==> src/rtl/branch_resolve_unit_if.sv <==
// branch_resolve_unit_if: branch offer handshake and resolution outputs between decode/ALU and the resolve unit
interface branch_resolve_unit_if;
    logic        br_valid;
    logic        br_ready;
    logic [1:0]  br_op;
    logic [25:0] br_imm;
    logic [31:0] pc_plus4;
    logic        zero_bit;
    logic        redirect;
    logic [31:0] pc_target;
    logic        flush;
    logic        resolved;
    logic        op_err;
    logic [15:0] taken_cnt;
    modport master (
        output br_valid, br_op, br_imm, pc_plus4, zero_bit,
        input  br_ready, redirect, pc_target, flush, resolved, op_err, taken_cnt
    );
    modport slave (
        input  br_valid, br_op, br_imm, pc_plus4, zero_bit,
        output br_ready, redirect, pc_target, flush, resolved, op_err, taken_cnt
    );
endinterface

==> src/rtl/branch_resolve_unit.sv <==
// branch_resolve_unit: resolves beq/bne/j one cycle after acceptance, then redirects fetch and holds flush
module branch_resolve_unit #(
    parameter int FLUSH_CYCLES = 2
) (
    input logic                  clk,
    input logic                  reset,
    branch_resolve_unit_if.slave bus
);
    typedef enum logic [1:0] {IDLE, RESOLVE, REDIRECT} state_t;
    localparam logic [2:0] LAST = 3'(FLUSH_CYCLES - 1);
    state_t      r_state;
    logic [1:0]  r_op;
    logic [25:0] r_imm;
    logic [31:0] r_pc;
    logic [31:0] r_pc_target;
    logic        r_redirect;
    logic        r_flush;
    logic        r_resolved;
    logic        r_op_err;
    logic [15:0] r_taken_cnt;
    logic [2:0]  r_fcnt;
    logic        w_taken;
    logic [31:0] w_target;
    always_comb begin
        w_taken  = (r_op == 2'b10) || (r_op == 2'b00 && bus.zero_bit) || (r_op == 2'b01 && !bus.zero_bit);
        w_target = r_op[1] ? {r_pc[31:28], r_imm, 2'b00} : r_pc + {{14{r_imm[15]}}, r_imm[15:0], 2'b00};
    end
    always_ff @(posedge clk or posedge reset) begin
        if (reset) begin
            r_state     <= IDLE;
            r_op        <= '0;
            r_imm       <= '0;
            r_pc        <= '0;
            r_pc_target <= '0;
            r_redirect  <= 1'b0;
            r_flush     <= 1'b0;
            r_resolved  <= 1'b0;
            r_op_err    <= 1'b0;
            r_taken_cnt <= '0;
            r_fcnt      <= '0;
        end else begin
            r_redirect <= 1'b0;
            r_resolved <= 1'b0;
            r_op_err   <= 1'b0;
            case (r_state)
                IDLE: if (bus.br_valid) begin
                    r_op    <= bus.br_op;
                    r_imm   <= bus.br_imm;
                    r_pc    <= bus.pc_plus4;
                    r_state <= RESOLVE;
                end
                RESOLVE: if (w_taken) begin
                    r_state     <= REDIRECT;
                    r_pc_target <= w_target;
                    r_redirect  <= 1'b1;
                    r_flush     <= 1'b1;
                    r_fcnt      <= LAST;
                    r_resolved  <= (LAST == 3'd0);
                    r_taken_cnt <= r_taken_cnt + 16'd1;
                end else begin
                    r_state    <= IDLE;
                    r_resolved <= 1'b1;
                    r_op_err   <= (r_op == 2'b11);
                end
                // resolved is registered one cycle ahead so it lands on the last flush cycle
                REDIRECT: if (r_fcnt == 3'd0) begin
                    r_state <= IDLE;
                    r_flush <= 1'b0;
                end else begin
                    r_fcnt     <= r_fcnt - 3'd1;
                    r_resolved <= (r_fcnt == 3'd1);
                end
                default: r_state <= IDLE;
            endcase
        end
    end
    assign bus.br_ready  = (r_state == IDLE);
    assign bus.redirect  = r_redirect;
    assign bus.pc_target = r_pc_target;
    assign bus.flush     = r_flush;
    assign bus.resolved  = r_resolved;
    assign bus.op_err    = r_op_err;
    assign bus.taken_cnt = r_taken_cnt;
endmodule

==> src/flat_wrapper.sv <==
// flat-port wrapper written by rule: the top's interface ports become plain ports
module branch_resolve_unit_flat 
#(
    parameter int FLUSH_CYCLES = 2
)
  (clk, reset, bus_br_valid, bus_br_op, bus_br_imm, bus_pc_plus4, bus_zero_bit, bus_br_ready, bus_redirect, bus_pc_target, bus_flush, bus_resolved, bus_op_err, bus_taken_cnt);
  branch_resolve_unit_if bus_i ();
  input logic clk;
  input logic reset;
  input wire logic [$bits(bus_i.br_valid)-1:0] bus_br_valid;
  input wire logic [$bits(bus_i.br_op)-1:0] bus_br_op;
  input wire logic [$bits(bus_i.br_imm)-1:0] bus_br_imm;
  input wire logic [$bits(bus_i.pc_plus4)-1:0] bus_pc_plus4;
  input wire logic [$bits(bus_i.zero_bit)-1:0] bus_zero_bit;
  output wire logic [$bits(bus_i.br_ready)-1:0] bus_br_ready;
  output wire logic [$bits(bus_i.redirect)-1:0] bus_redirect;
  output wire logic [$bits(bus_i.pc_target)-1:0] bus_pc_target;
  output wire logic [$bits(bus_i.flush)-1:0] bus_flush;
  output wire logic [$bits(bus_i.resolved)-1:0] bus_resolved;
  output wire logic [$bits(bus_i.op_err)-1:0] bus_op_err;
  output wire logic [$bits(bus_i.taken_cnt)-1:0] bus_taken_cnt;
  assign bus_i.br_valid = bus_br_valid;
  assign bus_i.br_op = bus_br_op;
  assign bus_i.br_imm = bus_br_imm;
  assign bus_i.pc_plus4 = bus_pc_plus4;
  assign bus_i.zero_bit = bus_zero_bit;
  assign bus_br_ready = bus_i.br_ready;
  assign bus_redirect = bus_i.redirect;
  assign bus_pc_target = bus_i.pc_target;
  assign bus_flush = bus_i.flush;
  assign bus_resolved = bus_i.resolved;
  assign bus_op_err = bus_i.op_err;
  assign bus_taken_cnt = bus_i.taken_cnt;
  branch_resolve_unit #(.FLUSH_CYCLES(FLUSH_CYCLES)) u_core (.clk(clk), .reset(reset), .bus(bus_i));
endmodule
==> config.mk <==
export PLATFORM = sky130hd
export DESIGN_NAME = branch_resolve_unit_flat
export DESIGN_NICKNAME = d
export VERILOG_FILES = /design/src/rtl/branch_resolve_unit_if.sv /design/src/rtl/branch_resolve_unit.sv /design/src/flat_wrapper.sv
export SDC_FILE = /design/constraint.sdc
export NUM_CORES = 1
export LEC_CHECK = 0
export ABC_AREA = 1
export CORE_UTILIZATION = 44
export DETAILED_ROUTE_END_ITERATION = 10
export GPL_TIMING_DRIVEN = 0
export PLACE_DENSITY = 0.67
export SYNTH_ARGS = -nofsm -noshare
export SYNTH_HDL_FRONTEND = slang
export SYNTH_SLANG_ARGS = --single-unit
==> constraint.sdc <==
create_clock -name clk -period 10.8 [get_ports clk]
set_clock_uncertainty 0.05 [all_clocks]
set_input_delay 3.24 -clock clk [delete_from_list [all_inputs] [get_ports clk]]
set_output_delay 3.24 -clock clk [all_outputs]
set_load 0.05 [all_outputs]
==> impl_results.md <==
* Net Count, Synth at 1006
* Worst vdd ir at 171 uV
* Seq cells post-synth at 117
* Vias per cell at 4.86
* Fin crit period at 5.23 ns
* Post-CTS setup buffers at 0
* Core area at 15400 um2
* Worst hold-check path type: reg2reg
* Maximum clock frequency at 191 MHz
* Worst EP required at 7.51 ns
* Leakage at 4.59 nW
* Fin crit share at 48.4%
* CTS tree: done
* Syn Area/Cell at 7.75 um2
* Worst path arrival time at 1.94 ns
* Final GP Congestion at 0.886
* Fin. max-slew vios at 0
* First-pass GRT wire length at 29.7 mm
* 1st-iter DRT viols at 296
* Max clock buf depth at 2
* Post-CTS Hold Fix Bufs at 0
* Synth area leader: dfrtp_1
* Commonest non-fill, non-tap cell in the layout: nand2_1
* Cts repair resizes at 0
* Worst rel slew slack at 53.3%
* Post-Syn Area at 7020 um2
* Final setup viols at 0
* # nets final at 1142
* Die Area at 16500 um2
* Vias in the first global route at 5894
* CP startpoint kind: flop
* Initial antenna violation count at 0
* CP Launch Point: u_core.r_state[1]$_DFFE_PP0P_
* Seq/Total Area, Yosys at 41.7%
* R2r startpoint: u_core.r_imm[15]$_DFFE_PP0P_
* Worst-margin pin slew at 0.701 ns
* Total Neg Setup Slack at 0 ns
* Gr ovfl total at 0
* Antenna-violating nets left at 0
* Die span in x at 128 um
* Diode count at 0
* CTS Root Cell: clkbuf_16
* Die Y at 128 um
* Port bufs at 116
* H-tree depth at 4
* PwrDens at 373 nW/um2
* Final hold vios at 0
* Skew-Pair Late Insertion Delay at 0.42 ns
* Hold_sp: u_core.bus.taken_cnt[15]$_DFFE_PP0P_
* Area Overhead vs Synth at 29.7%
* Clock-pin slew on the worst setup and hold paths at 0.06 ns
* Top area cells in the synthesized netlist: dfrtp_1, nand2_1, mux2_2
* Cts bufs inserted at 17
* Row Count at 45
* Pre-antenna DRT Iters at 4
* DP HPWL at 13.8 mm
* Most frequent cells in the layout: nand2_1, inv_1, dfrtp_1
* Syn. warnings at 0
* Crit path capture type: output port
* Mapped Cells at 905
* Placed insts at 1233
* RSZ-0062 raised after global routing: no
* WS Path Type: reg2out
* Largest net degree at the start of global routing at 73
* Initial Util at 45.7%
* I/O pin cnt at 117
* MaxCap Viol Count at 0
* Status: completed
* Drc violations at 0
* Synth top area share at 41.7%
* Via count at 6143
* Layout cell share with drive strength beyond 1 at 9.96%
* Distinct cells, synth at 35
* WL final at 18.1 mm
* GRT Total Usage at 23.7%
* Post-route insts no fill at 1265
* DR WL/cell at 14.3 um
* Num Clock Sinks at 117
* Critical path fanouts, max at 3
-- worst max-delay path, cell delays in order, from the launching register on --
cell and delay [ns]:
dfrtp_1 0.38, inv_1 0.11, ha_1 0.21, clkdlybuf4s50_1 0.82
-- per-layer routing --
| layer | global-route usage, % | up-vias | part of all wire (%) |
|---|---|---|---|
| met3 | 4.88 | 17 | 4.5 |
| met4 | 6.57 | 0 | 1.2 |
| met1 | 31.8 | 2839 | 48 |
| met2 | 38.6 | 133 | 46 |
| met5 | 0 | - | 0 |
| li1 | - | 3154 | - |
-- sequential cells by signal (all words and copies together), names as in the netlist, 2 cells and up --
register and cells:
u_core.bus.pc_target 32, u_core.r_pc 32, u_core.r_imm 26, u_core.bus.taken_cnt 16, u_core.r_fcnt 3, u_core.r_op 2, u_core.r_state 2
-- report_power, final --
group | internal [mW] | switching, mW | total (mW)
combinational | 0.717 | 1.31 | 2.03
clock | 0.388 | 0.217 | 0.605
sequential | 0.630 | 0.132 | 0.763
total | 1.74 | 1.66 | 3.40
-- per-stage QoR --
step / util [%] / setup slack, ns / power, mW / hold slack [ns] / area [um2]
after global placement: 54.9 / 2.72 / 2.76 / 0.409 / 8440
after CTS: 59.2 / 5.56 / 3.40 / 0.420 / 9100
after global routing: 59.2 / 5.49 / 3.68 / 0.431 / 9100
final: 59.2 / 5.57 / 3.40 / 0.415 / 9100
after detailed placement: 55.1 / 5.52 / 2.78 / 0.412 / 8480
after floorplan: - / 4.41 / 2.22 / 0.430 / 7020
-- synth_stat cells (all sizes together) --
library cell  instances
a21boi                1
a21o                  1
a21oi                82
a31oi                 2
and2                  1
and3                  1
buf                  16
clkbuf                6
dfrtp               117
fa                    1
ha                   36
inv                 126
mux2                 46
nand2               269
nand3                57
nand3b                3
nand4                 6
nor2                 82
nor3                  3
o21ai                19
o21bai                4
o22ai                 2
or2                   3
xnor2                 8
xor2                 13
-- cell type report --
class	count	area, um2
inverters	126	478
flip-flops and latches	117	2930
fillers	1451	6270
clock inverters	15	204
clock buffers	17	425
repair buffers	117	1190
multi-input cells	640	3510
plain buffers	22	104
well taps	211	264
-- worst paths after layout --
| check | slack [ns] | end | cells after the start |
|---|---|---|---|
| worst max-delay path | 5.57 | bus_br_ready | 3 |
| worst min-delay path | 0.42 | u_core.bus.taken_cnt[15]$_DFFE_PP0P_ | 1 |
| worst max register to register | 8.29 | u_core.bus.pc_target[26]$_DFFE_PP0P_ | 10 |
| worst min register to register | 0.42 | u_core.bus.taken_cnt[15]$_DFFE_PP0P_ | 1 |
| max in group asynchronous | 6.86 | u_core.r_pc[22]$_DFFE_PP0P_ | 3 |
| min in group asynchronous | 3.16 | u_core.r_fcnt[1]$_DFFE_PP0P_ | 2 |
-- cells by family (layout without fill, tap and decap cells) --
group                      count (synthesis)  after routing  synth area share, %
AOI/OAI and AO/OA                        111            111                 8.20
DFF                                      117            117                 41.7
adders and majority gates                 37             37                 6.70
buffers and inverters                    148            297                 8.22
muxes                                     46             46                 7.38
xor gates and xnor gates                  21             21                 2.62
and+or+nand+nor                          425            425                 25.2
(Power assumes the default switching activity.)
